===== src/rtl/mini_sa_pkg.sv =====
// rtl/mini_sa_pkg.sv - shared types and constants for the mini systolic-array scheduler
package mini_sa_pkg;

  localparam int DEF_WIDTH = 8;
  localparam int NUM_A     = 8;
  localparam int NUM_B     = 8;
  localparam int NUM_RES   = 4;
  localparam int TMR_W     = 8;

  typedef enum logic [1:0] {
    IDLE  = 2'd0,
    CLEAR = 2'd1,
    RUN   = 2'd2,
    HOLD  = 2'd3
  } sched_state_e;

endpackage


===== src/rtl/mini_sa_scheduler_sa_run_timer.sv =====
// rtl/mini_sa_scheduler_sa_run_timer.sv - loadable down-counter timing the CLEAR length and RUN timeout
module sa_run_timer
  import mini_sa_pkg::*;
(
  input  logic             clk,
  input  logic             rst,
  input  logic             start,
  input  logic             clear,
  input  logic [TMR_W-1:0] load_val,
  output logic             expire
);

  logic [TMR_W-1:0] count;

  // Load on start, zero on clear, otherwise count down to zero and stop there
  always_ff @(posedge clk or posedge rst) begin
    if (rst) begin
      count <= '0;
    end else if (clear) begin
      count <= '0;
    end else if (start) begin
      count <= load_val;
    end else if (count != '0) begin
      count <= count - 1'b1;
    end
  end

  // Expire marks the last cycle of the loaded interval
  assign expire = (count == TMR_W'(1));

endmodule


===== src/rtl/mini_sa_scheduler.sv =====
// rtl/mini_sa_scheduler.sv - job sequencer for the 2x4 by 4x2 mini systolic array (optional job prefetch: SA_SCHED_PREFETCH_EN)
module mini_sa_scheduler
  import mini_sa_pkg::*;
#(
  parameter int WIDTH       = DEF_WIDTH,
  parameter int CLR_CYCLES  = 1,
  parameter int LATENCY_MAX = 16
) (
  input  logic                         clk,
  input  logic                         reset,
  input  logic                         job_valid,
  output logic                         job_ready,
  input  logic                         job_int_mul,
  input  logic [NUM_A*WIDTH-1:0]       job_a,
  input  logic [NUM_B*WIDTH-1:0]       job_b,
  output logic                         sa_reset_n,
  output logic                         sa_enable,
  output logic                         sa_int_mul,
  output logic [NUM_A*WIDTH-1:0]       sa_a,
  output logic [NUM_B*WIDTH-1:0]       sa_b,
  input  logic [NUM_RES*2*WIDTH-1:0]   sa_result,
  input  logic [2*WIDTH-1:0]           sa_importance,
  input  logic                         sa_done,
  output logic                         res_valid,
  input  logic                         res_ready,
  output logic [NUM_RES*2*WIDTH-1:0]   res_data,
  output logic [2*WIDTH-1:0]           res_importance,
  output logic                         res_timeout,
  output logic                         busy
);

  localparam logic [TMR_W-1:0] CLR_VAL = TMR_W'(CLR_CYCLES);
  localparam logic [TMR_W-1:0] RUN_VAL = TMR_W'(LATENCY_MAX);

  sched_state_e state, state_nxt;

  logic                   job_fire;
  logic                   tmr_start;
  logic                   tmr_clear;
  logic [TMR_W-1:0]       tmr_val;
  logic                   tmr_expire;
  logic                   load_ops;
  logic [NUM_A*WIDTH-1:0] src_a;
  logic [NUM_B*WIDTH-1:0] src_b;
  logic                   src_int_mul;
  logic                   cap_done;
  logic                   cap_timeout;
  logic                   release_res;

`ifdef SA_SCHED_PREFETCH_EN
  logic                   buf_valid;
  logic [NUM_A*WIDTH-1:0] buf_a;
  logic [NUM_B*WIDTH-1:0] buf_b;
  logic                   buf_int_mul;
  logic                   buf_wr;
  logic                   buf_take;

  assign job_ready = ~buf_valid;
`else
  assign job_ready = (state == IDLE);
`endif

  assign job_fire = job_valid & job_ready;
  assign busy     = (state != IDLE);

  sa_run_timer u_timer (
    .clk      (clk),
    .rst      (reset),
    .start    (tmr_start),
    .clear    (tmr_clear),
    .load_val (tmr_val),
    .expire   (tmr_expire)
  );

  // Next-state decode; done is checked before the timeout so it wins a tie
  always_comb begin
    state_nxt   = state;
    tmr_start   = 1'b0;
    tmr_clear   = 1'b0;
    tmr_val     = CLR_VAL;
    load_ops    = 1'b0;
    src_a       = job_a;
    src_b       = job_b;
    src_int_mul = job_int_mul;
    cap_done    = 1'b0;
    cap_timeout = 1'b0;
    release_res = 1'b0;
`ifdef SA_SCHED_PREFETCH_EN
    buf_wr      = 1'b0;
    buf_take    = 1'b0;
`endif
    case (state)
      IDLE: begin
        if (job_fire) begin
          state_nxt = CLEAR;
          tmr_start = 1'b1;
          load_ops  = 1'b1;
        end
      end
      CLEAR: begin
        if (tmr_expire) begin
          state_nxt = RUN;
          tmr_start = 1'b1;
          tmr_val   = RUN_VAL;
        end
      end
      RUN: begin
        if (sa_done) begin
          state_nxt = HOLD;
          cap_done  = 1'b1;
          tmr_clear = 1'b1;
        end else if (tmr_expire) begin
          state_nxt   = HOLD;
          cap_timeout = 1'b1;
          tmr_clear   = 1'b1;
        end
      end
      HOLD: begin
        if (res_valid && res_ready) begin
          release_res = 1'b1;
          state_nxt   = IDLE;
`ifdef SA_SCHED_PREFETCH_EN
          // A waiting job starts straight away, skipping IDLE
          if (buf_valid) begin
            state_nxt   = CLEAR;
            tmr_start   = 1'b1;
            load_ops    = 1'b1;
            src_a       = buf_a;
            src_b       = buf_b;
            src_int_mul = buf_int_mul;
            buf_take    = 1'b1;
          end else if (job_fire) begin
            state_nxt = CLEAR;
            tmr_start = 1'b1;
            load_ops  = 1'b1;
          end
`endif
        end
      end
      default: state_nxt = IDLE;
    endcase
`ifdef SA_SCHED_PREFETCH_EN
    // Jobs arriving while busy are parked unless they are being launched this cycle
    if (job_fire && (state != IDLE) && !load_ops) begin
      buf_wr = 1'b1;
    end
`endif
  end

  // State, array control and result registers
  always_ff @(posedge clk or posedge reset) begin
    if (reset) begin
      state          <= IDLE;
      sa_reset_n     <= 1'b0;
      sa_enable      <= 1'b0;
      sa_int_mul     <= 1'b0;
      sa_a           <= '0;
      sa_b           <= '0;
      res_valid      <= 1'b0;
      res_timeout    <= 1'b0;
      res_data       <= '0;
      res_importance <= '0;
    end else begin
      state      <= state_nxt;
      sa_reset_n <= (state_nxt != CLEAR);
      sa_enable  <= (state_nxt == RUN);
      if (load_ops) begin
        sa_a       <= src_a;
        sa_b       <= src_b;
        sa_int_mul <= src_int_mul;
      end
      if (cap_done) begin
        res_data       <= sa_result;
        res_importance <= sa_importance;
        res_valid      <= 1'b1;
        res_timeout    <= 1'b0;
      end else if (cap_timeout) begin
        res_data       <= '0;
        res_importance <= '0;
        res_valid      <= 1'b1;
        res_timeout    <= 1'b1;
      end else if (release_res) begin
        res_valid   <= 1'b0;
        res_timeout <= 1'b0;
      end
    end
  end

`ifdef SA_SCHED_PREFETCH_EN
  // One-entry job buffer filled while busy, drained when HOLD is released
  always_ff @(posedge clk or posedge reset) begin
    if (reset) begin
      buf_valid   <= 1'b0;
      buf_a       <= '0;
      buf_b       <= '0;
      buf_int_mul <= 1'b0;
    end else if (buf_wr) begin
      buf_valid   <= 1'b1;
      buf_a       <= job_a;
      buf_b       <= job_b;
      buf_int_mul <= job_int_mul;
    end else if (buf_take) begin
      buf_valid <= 1'b0;
    end
  end
`endif

endmodule


===== config.mk =====
export PLATFORM = sky130hd
export DESIGN_NAME = mini_sa_scheduler
export DESIGN_NICKNAME = d
export VERILOG_FILES = /design/src/rtl/mini_sa_pkg.sv /design/src/rtl/mini_sa_scheduler_sa_run_timer.sv /design/src/rtl/mini_sa_scheduler.sv
export SDC_FILE = /design/constraint.sdc
export NUM_CORES = 1
export LEC_CHECK = 0
export BUFFER_PORTS_ARGS = -buffer_cell sky130_fd_sc_hd__buf_2
export CORE_AREA = 2 2 165 167
export CTS_CLUSTER_SIZE = 25
export DETAILED_ROUTE_END_ITERATION = 12
export DIE_AREA = 0 0 167 169
export GPL_TIMING_DRIVEN = 0
export HOLD_SLACK_MARGIN = 0.1
export PLACE_DENSITY = 0.69
export REMOVE_ABC_BUFFERS = 1
export SLEW_MARGIN = 20
export SYNTH_ARGS = -nofsm -noshare
export SYNTH_HDL_FRONTEND = slang
export SYNTH_SLANG_ARGS = --single-unit

===== constraint.sdc =====
create_clock -name clk -period 17.2 [get_ports clk]
set_input_delay 1.72 -clock clk [delete_from_list [all_inputs] [get_ports clk]]
set_output_delay 1.72 -clock clk [all_outputs]
set_load 0.1 [all_outputs]

==> results.json, run 1 <==
{
  "status": "finished clean",
  "drive_above_1_share_pct": 62.7,
  "final_period_minus_worst_setup_slack_ns": 3.44,
  "setup.worst_path.start_class": "flip-flop",
  "die_area_mm2": 0.0282,
  "timing.fmax_mhz": 291,
  "worst_slew_pin_slew_ns": 0.540,
  "clock_insertion_delay_worst_skew_ns": 0.50,
  "ctsLongestPathBuffers": 3,
  "drv.max_cap_violation_count": 0,
  "vias_per_cell": 4.64,
  "worstPathRequired_ns": 15.48,
  "worstHoldPathType": "flip-flop to flip-flop",
  "crit_start": "state[0]",
  "post_placement_setup_slack_ns": 14.04,
  "cp_max_fo": 10,
  "final.setup_skew_ns": 0.00823,
  "netlist.area_leader.share_pct": 66.4,
  "final.fill_count": 2456,
  "timing.critical_path.depth": 2,
  "tritoncts": "done",
  "core_region_area_mm2": 0.0265,
  "cp_data_arrival_time_ns": 1.72,
  "detailed_placement_hpwl_um": 17500,
  "postSynthRegisterBits": 223,
  "mapped_avg_cell_area_um2": 15.7,
  "ioPinCount": 429,
  "drc": 0,
  "cts_setup_buffers": 0,
  "multi_input_comb_area_mm2": 0.00258,
  "finalWeightedCongestion": 0.839,
  "sequential_cell_area_mm2": 0.00558,
  "totalNegativeSetupSlack_ns": 0,
  "route.antenna.remaining_nets": 0,
  "grt_antenna_before_repair": 2,
  "cts_sinks": 223,
  "finalNonFillerCells": 1316,
  "slew_headroom_pct": 64.0,
  "first_global_vias": 6293,
  "setup_slack_after_layout_ns": 13.76,
  "rows": 60,
  "initial_core_util_pct": 31.7,
  "die_width_um": 167,
  "number_of_gates_resized_after_cts": 0,
  "number_of_nets_in_the_finished_design": 1177,
  "finalMaxSlewViolations": 0,
  "synth_area_mm2": 0.00840,
  "reg2reg_setup_slack_ns": 15.01,
  "path_buf_inv": 1,
  "htree_num_levels": 1,
  "grt_max_degree": 94,
  "cts.clk_slew.worst_paths_ns": 0.06,
  "r2r-end": "res_data[38]",
  "timing.reg2reg.worst_path_depth": 7,
  "dp.cells": 1276,
  "criticalPathCategory": "flip-flop to primary output",
  "post_synth_num_cell_types": 35,
  "ctsHoldBuffers": 0,
  "worst_path_dominant_cell_family": "flip-flops",
  "groute.usage.overall_pct": 15.9,
  "cp_cell_instances": "nor2_1 > buf_2",
  "areaGrowthSynthToFinish_pct": 40.9,
  "gr-total-overflow": 0,
  "synth.yosys.warnings": 0,
  "cts_inserted_buffers": 23,
  "worstSetupEndpoint": "job_ready",
  "synthDominantAreaCellType": "sky130_fd_sc_hd__dfrtp_1",
  "antenna_diode_count": 0,
  "report.final.hold_viol_count": 0,
  "first_pass_grt_wire_length_um": 35300,
  "io_buffers": 428,
  "first_iter_violations": 359,
  "wl_per_cell_um": 17.7,
  "post_synth_main_area_contributors": "sky130_fd_sc_hd__dfrtp_1 (66%), sky130_fd_sc_hd__mux2_2 (17%), sky130_fd_sc_hd__a22o_1 (8.3%)",
  "setup_viol": 0,
  "period_share_pct": 20.0,
  "synth.yosys.seq_area_share_pct": 66.4,
  "rsz0062_at_grt": "false",
  "synthesis.instances": 534,
  "fin_worst_hold_slack_ns": 0.494,
  "critical-path-slowest-cell": "sky130_fd_sc_hd__dfrtp_1",
  "cp-end-kind": "primary output",
  "worst_r2r_startpoint": "u_timer.count[1]",
  "dr_total_vias": 6103,
  "crit_path_max_incr_delay_ns": 0.49,
  "cts_root_buf": "sky130_fd_sc_hd__clkbuf_16",
  "drt-total-wl_um": 23300,
  "drt_pass1_iterations": 4,
  "chipHeight_um": 169
}
## layout make-up
class	instances	share of cell area (%)
Clock buffer	29	5.56
Clock inverter	11	2.00
Timing Repair Buffer	435	19.5
Tap cell	341	3.61
Sequential cell	223	47.2
Multi-Input combinational cell	270	21.8
Inverter	7	0.286
## worst min-delay path by stage
stage | endpoint | cells after the start | slack (ns) | startpoint
global route | sa_b[17] | 1 | 0.51 | sa_b[17]
detailed placement | res_data[8] | 1 | 0.48 | res_data[8]
floorplan | u_timer.count[7] | 2 | 0.54 | u_timer.count[7]
CTS | res_importance[6] | 1 | 0.50 | res_importance[6]
global placement | res_importance[0] | 1 | 0.48 | res_importance[0]
finish | res_importance[6] | 1 | 0.49 | res_importance[6]
## through the flow
step           utilization (%)  instance area (µm²)
6_report                  44.6                11800
5_1_grt                   44.6                11800
4_1_cts                   44.6                11800
3_5_place_dp              41.3                10900
3_3_place_gp              40.5                10700
2_1_floorplan                -                 8170
## worst reg2reg max path: cells and delay by family (launching register included)
family          cells  cell delay (ns)
compound gates      2             0.63
fa+ha+maj           1             0.15
simple gates        2             0.55
buf+inv             2             0.34
flops               1             0.40
## cell usage in the layout, fill, tap and decap left out, types with 2 or more instances in the layout
| cell | synthesis | routed |
|---|---|---|
| sky130_fd_sc_hd__mux2i_1 | 2 | 2 |
| sky130_fd_sc_hd__a211oi_1 | 3 | 3 |
| sky130_fd_sc_hd__buf_2 | 9 | 428 |
| sky130_fd_sc_hd__a22o_1 | 80 | 80 |
| sky130_fd_sc_hd__buf_12 | 0 | 3 |
| sky130_fd_sc_hd__bufinv_16 | 0 | 7 |
| sky130_fd_sc_hd__clkbuf_16 | 0 | 23 |
| sky130_fd_sc_hd__nor2_1 | 9 | 8 |
| sky130_fd_sc_hd__clkinv_2 | 0 | 2 |
| sky130_fd_sc_hd__o21ai_0 | 2 | 2 |
| sky130_fd_sc_hd__a21boi_0 | 3 | 3 |
| sky130_fd_sc_hd__dfrtp_1 | 223 | 223 |
| sky130_fd_sc_hd__ha_1 | 3 | 3 |
| sky130_fd_sc_hd__nor3b_1 | 3 | 3 |
| sky130_fd_sc_hd__xnor2_1 | 3 | 3 |
| sky130_fd_sc_hd__a21oi_1 | 4 | 4 |
| sky130_fd_sc_hd__nand2b_1 | 3 | 3 |
| sky130_fd_sc_hd__clkbuf_8 | 0 | 6 |
| sky130_fd_sc_hd__o31ai_1 | 3 | 3 |
| sky130_fd_sc_hd__mux2_2 | 129 | 129 |
| sky130_fd_sc_hd__nand3_1 | 3 | 3 |
| sky130_fd_sc_hd__nand2_1 | 6 | 6 |
| sky130_fd_sc_hd__buf_16 | 0 | 4 |
| sky130_fd_sc_hd__inv_1 | 7 | 6 |
## synthesized netlist by cell type
library cell	n
sky130_fd_sc_hd__nand3_1	3
sky130_fd_sc_hd__a21oi_1	4
sky130_fd_sc_hd__nor3_1	1
sky130_fd_sc_hd__o211a_1	1
sky130_fd_sc_hd__a22o_1	80
sky130_fd_sc_hd__buf_6	8
sky130_fd_sc_hd__nand4_1	1
sky130_fd_sc_hd__nor3b_1	3
sky130_fd_sc_hd__mux2i_1	2
sky130_fd_sc_hd__xor2_1	1
sky130_fd_sc_hd__clkbuf_1	9
sky130_fd_sc_hd__a21o_1	1
sky130_fd_sc_hd__a21boi_0	3
sky130_fd_sc_hd__nand3b_1	1
sky130_fd_sc_hd__and2_1	2
sky130_fd_sc_hd__mux2_2	129
sky130_fd_sc_hd__dfrtp_1	223
sky130_fd_sc_hd__clkbuf_2	1
sky130_fd_sc_hd__nand2_1	6
sky130_fd_sc_hd__nor2_1	9
sky130_fd_sc_hd__o31ai_1	3
sky130_fd_sc_hd__a31oi_1	1
sky130_fd_sc_hd__or3_1	1
sky130_fd_sc_hd__buf_2	9
sky130_fd_sc_hd__o21ai_0	2
sky130_fd_sc_hd__a211oi_1	3
sky130_fd_sc_hd__xnor2_1	3
sky130_fd_sc_hd__nand2b_1	3
sky130_fd_sc_hd__nand2_2	1
sky130_fd_sc_hd__o211ai_1	1
sky130_fd_sc_hd__nor4_4	1
sky130_fd_sc_hd__buf_4	7
sky130_fd_sc_hd__ha_1	3
sky130_fd_sc_hd__inv_1	7
sky130_fd_sc_hd__o31ai_2	1
## state kept, by name, indices dropped and copies added, names as in the netlist
signal          count
res_data           64
res_valid           1
sa_enable           1
state               2
res_importance     16
sa_b               64
sa_int_mul          1
res_timeout         1
sa_reset_n          1
sa_a               64
u_timer.count       8
## cells by family after synthesis
logic type / share of synthesized area (%)
xor gates and xnor gates: 0.417
and+or+nand+nor: 2.12
adders and majority gates: 0.447
buffers and inverters: 3.01
muxes: 17.5
DFF: 66.4
AOI/OAI and AO/OA: 10.0
## layer usage
layer,vias to the layer above,GRT usage (%),wire length [µm]
li1,2793,-,-
met3,32,4.37,1890
met2,284,28.3,11900
met1,2994,19.1,9090
met5,-,0,0
met4,0,3.82,440
Power of run 1 is left out: the tool's default activity adds up to more than one toggle a clock period on the data nets, which glitch-free logic cannot reach.
==> run 2, diff against run 1 <==
--- a/config.mk
+++ b/config.mk
@@ -5,14 +5,15 @@
 export SDC_FILE = /design/constraint.sdc
 export NUM_CORES = 1
 export LEC_CHECK = 0
+export ABC_AREA = 1
 export BUFFER_PORTS_ARGS = -buffer_cell sky130_fd_sc_hd__buf_2
-export CORE_AREA = 2 2 165 167
+export CORE_AREA = 2 2 168 170
 export CTS_CLUSTER_SIZE = 25
 export DETAILED_ROUTE_END_ITERATION = 12
-export DIE_AREA = 0 0 167 169
+export DIE_AREA = 0 0 170 172
 export GPL_TIMING_DRIVEN = 0
 export HOLD_SLACK_MARGIN = 0.1
-export PLACE_DENSITY = 0.69
+export PLACE_DENSITY = 0.72
 export REMOVE_ABC_BUFFERS = 1
 export SLEW_MARGIN = 20
 export SYNTH_ARGS = -nofsm -noshare
==> constraint.sdc (replaced) <==
create_clock -name clk -period 3.03 [get_ports clk]
set_input_delay 0.303 -clock clk [delete_from_list [all_inputs] [get_ports clk]]
set_output_delay 0.303 -clock clk [all_outputs]
set_load 0.1 [all_outputs]
==> run 2 against run 1 <==
Global-route usage up 4.8 points; flip-flop and latch count unchanged; non-clock buffer count grew 209; clock-buffer cell count rose by 9; die area is 3.6% higher; critical path depth grew 2; final cell count is 51% higher; clock skew up 0.0033 ns; via count rose by 52%; setup slack worse by 13 ns; critical path type is now flip-flop to flip-flop.
==> results.json, run 2 <==
{
  "status": "finished clean",
  "dr_total_vias": 9271,
  "setup_viol": 0,
  "cts_root_buf": "sky130_fd_sc_hd__clkbuf_16",
  "worstHoldPathType": "input port to flip-flop",
  "cp-end-kind": "flip-flop",
  "layout_top_registers": "res_data x64, sa_a x64, sa_b x64",
  "synth.yosys.warnings": 0,
  "yosysMostFrequentCell": "sky130_fd_sc_hd__nand2_1",
  "gr-total-overflow": 0,
  "io_buffers": 428,
  "vias_per_cell": 4.67,
  "grt_antenna_before_repair": 1,
  "ctsHoldBuffers": 210,
  "clock_insertion_delay_worst_skew_ns": 0.53,
  "rsz0062_at_grt": "false",
  "synth_edf_count": 0,
  "synth_ff_type": "sky130_fd_sc_hd__dfrtp_1",
  "finalWeightedCongestion": 0.794,
  "cp_data_arrival_time_ns": 2.52,
  "netlist.area_leader.share_pct": 62.1,
  "chipHeight_um": 172,
  "drt_pass1_iterations": 5,
  "drive_above_1_share_pct": 33.2,
  "post_synth_main_area_contributors": "sky130_fd_sc_hd__dfrtp_1 (62%), sky130_fd_sc_hd__nand2_1 (22%), sky130_fd_sc_hd__nand3_1 (4.9%)",
  "report.final.hold_viol_count": 0,
  "timing.fmax_mhz": 470,
  "setup.worst_path.start_class": "flip-flop",
  "cts.clk_slew.worst_paths_ns": 0.06,
  "post_synth_num_cell_types": 21,
  "final_period_minus_worst_setup_slack_ns": 2.13,
  "first_pass_grt_wire_length_um": 48100,
  "cts_sinks": 223,
  "ioPinCount": 429,
  "number_of_nets_in_the_finished_design": 1837,
  "dp.cells": 1728,
  "drv.max_cap_violation_count": 0,
  "synth.yosys.seq_area_share_pct": 62.1,
  "postSynthRegisterBits": 223,
  "cp_max_fo": 84,
  "finalNonFillerCells": 1986,
  "finalMaxSlewViolations": 0,
  "worst_slew_pin_slew_ns": 0.853,
  "cts_inserted_buffers": 26,
  "drt-total-wl_um": 32200,
  "tritoncts": "done",
  "detailed_placement_hpwl_um": 19200,
  "drc": 0,
  "power_density_mw_per_mm2": 462,
  "groute.usage.overall_pct": 20.7,
  "rows": 61,
  "yosys-top-cells-count": "sky130_fd_sc_hd__nand2_1 (523), sky130_fd_sc_hd__dfrtp_1 (223), sky130_fd_sc_hd__nand3_1 (88)",
  "areaGrowthSynthToFinish_pct": 60.3,
  "synthesis.instances": 1003,
  "slew_headroom_pct": 43.2,
  "grt_max_degree": 103,
  "route.antenna.remaining_nets": 0,
  "die_width_um": 170,
  "mapped_avg_cell_area_um2": 8.95,
  "final.setup_skew_ns": 0.0116,
  "post_placement_setup_slack_ns": 0.880,
  "number_of_gates_resized_after_cts": 0,
  "htree_num_levels": 1,
  "ctsLongestPathBuffers": 3,
  "cts_setup_buffers": 0,
  "first_global_vias": 9302,
  "peakVddDrop_mv": 0.406,
  "final_cell_mix": "sky130_fd_sc_hd__nand2_1 (523), sky130_fd_sc_hd__buf_2 (427), sky130_fd_sc_hd__dfrtp_1 (223)",
  "wl_per_cell_um": 16.2,
  "worstPathRequired_ns": 3.42,
  "core_region_area_mm2": 0.0275,
  "period_share_pct": 70.3,
  "initial_core_util_pct": 32.7,
  "synth_area_mm2": 0.00898,
  "setup_slack_after_layout_ns": 0.901,
  "die_area_mm2": 0.0292,
  "synthDominantAreaCellType": "sky130_fd_sc_hd__dfrtp_1",
  "p_leak_nw": 8.58,
  "first_iter_violations": 613,
  "final_common_cell": "sky130_fd_sc_hd__nand2_1",
  "ys_async_sr_fraction_pct": 100,
  "criticalPathCategory": "flip-flop to flip-flop"
}
run 2: cell types whose count changed after synthesis, moves of 8 or more:
cell and change:
sky130_fd_sc_hd__nand2_1 +517, sky130_fd_sc_hd__mux2_2 -129, sky130_fd_sc_hd__nand3_1 +85, sky130_fd_sc_hd__a22o_1 -80, sky130_fd_sc_hd__nand2_2 +53, sky130_fd_sc_hd__buf_2 +14
sky130_fd_sc_hd__nor2_1 +8
run 2: logic make-up after synthesis:
kind of cell / count (synthesis) / synth area share (%)
and+or+nand+nor: 689 / 31.8
DFF: 223 / 62.1
buffers and inverters: 74 / 4.75
AOI/OAI and AO/OA: 12 / 0.683
adders and majority gates: 3 / 0.418
xor gates and xnor gates: 2 / 0.195
run 2: worst max-delay path, cell delays in order (launching register included):
cell                      delay (ns)
sky130_fd_sc_hd__dfrtp_1        0.43
sky130_fd_sc_hd__nor2_4         0.61
sky130_fd_sc_hd__nand2_8        0.50
sky130_fd_sc_hd__nand2_1        0.24
sky130_fd_sc_hd__nand2_1        0.11
run 2: power by group:
part,total (W),internal (W),leakage (nW),switching [W]
clock network,0.00322,0.00196,0.432,0.00126
logic,0.000461,0.000282,5.05,0.000179
registers,0.00298,0.00298,3.10,0.000000574
run 2: metal layers:
| metal | routed length (µm) | track usage (%) | share of wire, % | vias to the layer above |
|---|---|---|---|---|
| met4 | 1450 | 9.48 | 4.5 | 0 |
| met5 | 0 | 0 | 0 | - |
| li1 | - | - | - | 4316 |
| met3 | 3080 | 6.23 | 9.6 | 88 |
| met1 | 12700 | 24.7 | 39 | 4411 |
| met2 | 15000 | 34.6 | 47 | 456 |
run 2: layout make-up:
cell class                 instances  area [µm²]
inverter                          19        83.8
fill                            2339       13100
multi-input combinational        706        3010
sequential                       223        5580
clock inverter                     9         103
clock buffer                      38         787
antenna                            1        2.50
timing repair buffer             644        4400
tap                              346         433
run 2: per-stage QoR:
| stage | instance area, µm² | total power (W) | setup TNS (ns) | hold slack (ns) | utilization [%] |
|---|---|---|---|---|---|
| global route | 14400 | 0.00691 | 0 | 0.135 | 52.4 |
| finish | 14400 | 0.00666 | 0 | 0.123 | 52.4 |
| floorplan | 8620 | 0.00308 | -986.82 | 0.412 | - |
| detailed placement | 11400 | 0.00327 | 0 | 0.370 | 41.5 |
| CTS | 14400 | 0.00673 | 0 | 0.101 | 52.4 |
| global placement | 11200 | 0.00326 | -1793.09 | 0.450 | 40.8 |
run 2: final timing paths:
| path | startpoint | to | slack (ns) | depth (start not counted) |
|---|---|---|---|---|
| min reg2reg | sa_b[31] | sa_b[31] | 0.47 | 2 |
| min in group asynchronous | reset | sa_a[31] | 0.36 | 3 |
| max reg2reg | state[0] | res_data[21] | 0.90 | 4 |
| max in group asynchronous | reset | sa_enable | 1.88 | 4 |
| min | res_ready | res_valid | 0.12 | 4 |
| max | state[0] | res_data[21] | 0.90 | 4 |
No activity file was read; power rests on OpenSTA's default activity.
==> run 3, diff against run 2 <==
==> constraint.sdc (replaced) <==
create_clock -name clk -period 1.8 [get_ports clk]
set_input_delay 0.18 -clock clk [delete_from_list [all_inputs] [get_ports clk]]
set_output_delay 0.18 -clock clk [all_outputs]
set_load 0.1 [all_outputs]
==> run 3 against run 2 <==
Clock skew grew 0.0017 ns; non-clock buffer count grew 6; die area is the same; sequential power grew 68%; largest power group unchanged; critical endpoint is now res_data[20]; combinational power increased by 72%; clock-buffer cell count unchanged; final cell count rose by 0.65%; critical path type unchanged.
==> results.json, run 3 (same netlist as run 2, synthesis figures left out) <==
{
  "p_leak_nw": 8.67,
  "grt_antenna_before_repair": 1,
  "post-layout-total-power_w": 0.0112,
  "criticalPathCategory": "flip-flop to flip-flop",
  "finalWeightedCongestion": 0.794,
  "core_region_area_mm2": 0.0275,
  "cts_sinks": 223,
  "clkPwrFrac_pct": 48.3,
  "met3RoutedLength_um": 3210,
  "final.setup_skew_ns": 0.0133,
  "detailed_placement_hpwl_um": 19200,
  "design_area_mm2": 0.0146,
  "first_iter_violations": 668,
  "setup.worst_path.start_class": "flip-flop",
  "io_buffers": 428,
  "wl_met2_um": 16400,
  "first_pass_grt_wire_length_um": 50100,
  "period_share_pct": 95.2,
  "layout_top_registers": "res_data x64, sa_a x64, sa_b x64",
  "top_layer_used": "met4",
  "drive_above_1_share_pct": 33.8,
  "finalCoreUtilization_pct": 53.3,
  "groute.usage.overall_pct": 21.8,
  "clock_insertion_delay_worst_skew_ns": 0.53,
  "grt_max_degree": 98,
  "drt-met1-wl_um": 13300,
  "worst_slew_pin_slew_ns": 0.859,
  "drt_pass1_iterations": 6,
  "status": "finished clean",
  "totalNegativeSetupSlack_ns": 0,
  "dr_total_vias": 9413,
  "pwr-share-seq_pct": 44.6,
  "cts.clk_slew.worst_paths_ns": 0.06,
  "cp_data_arrival_time_ns": 2.12,
  "fin_worst_hold_slack_ns": 0.243,
  "timing.fmax_mhz": 584,
  "placedInstanceArea_mm2": 0.0114,
  "sw_power_w": 0.00245,
  "drv.max_cap_violation_count": 0,
  "worstHoldPathType": "input port to async pin",
  "first_global_vias": 9539,
  "cellInternalPower_w": 0.00880,
  "htree_num_levels": 1,
  "slew_headroom_pct": 42.8,
  "final_period_minus_worst_setup_slack_ns": 1.71,
  "cts_root_buf": "sky130_fd_sc_hd__clkbuf_16",
  "report.final.hold_viol_count": 0,
  "final.fill_count": 2320,
  "route.antenna.remaining_nets": 0,
  "initial_core_util_pct": 32.7,
  "rsz0062_at_grt": "false",
  "cp-end-kind": "flip-flop",
  "final_common_cell": "sky130_fd_sc_hd__nand2_1",
  "wl_per_cell_um": 17.3,
  "drc": 0,
  "drt-total-wl_um": 34600,
  "cts_inserted_buffers": 26,
  "gr-total-overflow": 0,
  "die_area_mm2": 0.0292,
  "power_frac_comb_pct": 7.1,
  "cp_max_fo": 21,
  "peakVddDrop_mv": 0.734,
  "final_cell_mix": "sky130_fd_sc_hd__nand2_1 (522), sky130_fd_sc_hd__buf_2 (425), sky130_fd_sc_hd__dfrtp_1 (222)",
  "ioPinCount": 429,
  "die_width_um": 170,
  "number_of_nets_in_the_finished_design": 1850,
  "vias_per_cell": 4.71,
  "chipHeight_um": 172,
  "tritoncts": "done",
  "finalMaxSlewViolations": 0,
  "areaGrowthSynthToFinish_pct": 62.9,
  "ctsLongestPathBuffers": 3,
  "setup_viol": 0,
  "worstPathRequired_ns": 2.21,
  "power_density_mw_per_mm2": 769,
  "rows": 61,
  "power_switching_share_pct": 21.8
}
[run 3: cell types whose count changed in the layout (fill, tap and decap cells not counted), moves of 2 or more]
| cell | previous run | this run |
|---|---|---|
| sky130_fd_sc_hd__buf_2 | 427 | 425 |
| sky130_fd_sc_hd__buf_4 | 1 | 5 |
| sky130_fd_sc_hd__nand2_4 | 0 | 3 |
| sky130_fd_sc_hd__nand2_8 | 2 | 6 |
[run 3: timing repair]
action / in CTS / in global routing
setup endpoints to repair: 190 / 166
gates resized for setup: 10 / 6
hold buffers: 211 / 0
gates cloned: 4 / 4
setup buffers: 2 / 2
endpoints found under the hold margin: 272 / 0
pin swaps: 4 / 5
[run 3: final timing paths]
path,startpoint,end,slack (ns),cells after the start
max in group asynchronous,reset,state[0],0.73,4
max,u_timer.count[1],res_data[20],0.09,9
min in group clk,job_valid,sa_b[19],0.26,4
min reg2reg,sa_b[31],sa_b[31],0.47,2
max reg2reg,u_timer.count[1],res_data[20],0.09,9
min,reset,sa_a[31],0.24,3
[run 3: power by group through the flow]
stage | Combinational [W] | Sequential (W) | Clock [W]
after floorplan | 0.0000756 | 0.00512 | 0
after global placement | 0.000374 | 0.00511 | 0
after detailed placement | 0.000396 | 0.00511 | 0
after CTS | 0.000771 | 0.00502 | 0.00554
after global routing | 0.000860 | 0.00501 | 0.00577
final | 0.000794 | 0.00502 | 0.00544
[run 3: metrics by stage]
stage	cells	setup WS, ns
floorplan	948	-4.49
global placement	1722	-7.12
detailed placement	1728	-0.283
CTS	1992	0.000101
global route	1999	0.00242
finish	1999	0.0872
[run 3: final cells by class]
type                            count  area [µm²]  area share [%]
Sequential cell                   223        5580            38.1
Timing Repair Buffer              650        4490            30.7
Multi-Input combinational cell    713        3130            21.4
Clock buffer                       38         787            5.38
Tap cell                          346         433            2.96
Inverter                           19         105           0.718
Clock inverter                      9         103           0.701
Antenna cell                        1        2.50          0.0171
[run 3: worst max-delay path: stages, from the launching register on]
cell	delay, ns
sky130_fd_sc_hd__dfrtp_1	0.38
sky130_fd_sc_hd__inv_1	0.12
sky130_fd_sc_hd__ha_1	0.18
sky130_fd_sc_hd__inv_1	0.04
sky130_fd_sc_hd__nor2_1	0.17
sky130_fd_sc_hd__nand2_2	0.13
sky130_fd_sc_hd__nand2_8	0.18
sky130_fd_sc_hd__nand2_8	0.17
sky130_fd_sc_hd__nand2_1	0.13
sky130_fd_sc_hd__nand2_1	0.08
[run 3: per-layer routing]
metal | up-vias | global-route usage [%]
li1 | 4349 | -
met1 | 4474 | 25.4
met2 | 492 | 37.1
met3 | 98 | 6.55
met4 | 0 | 9.81
met5 | - | 0
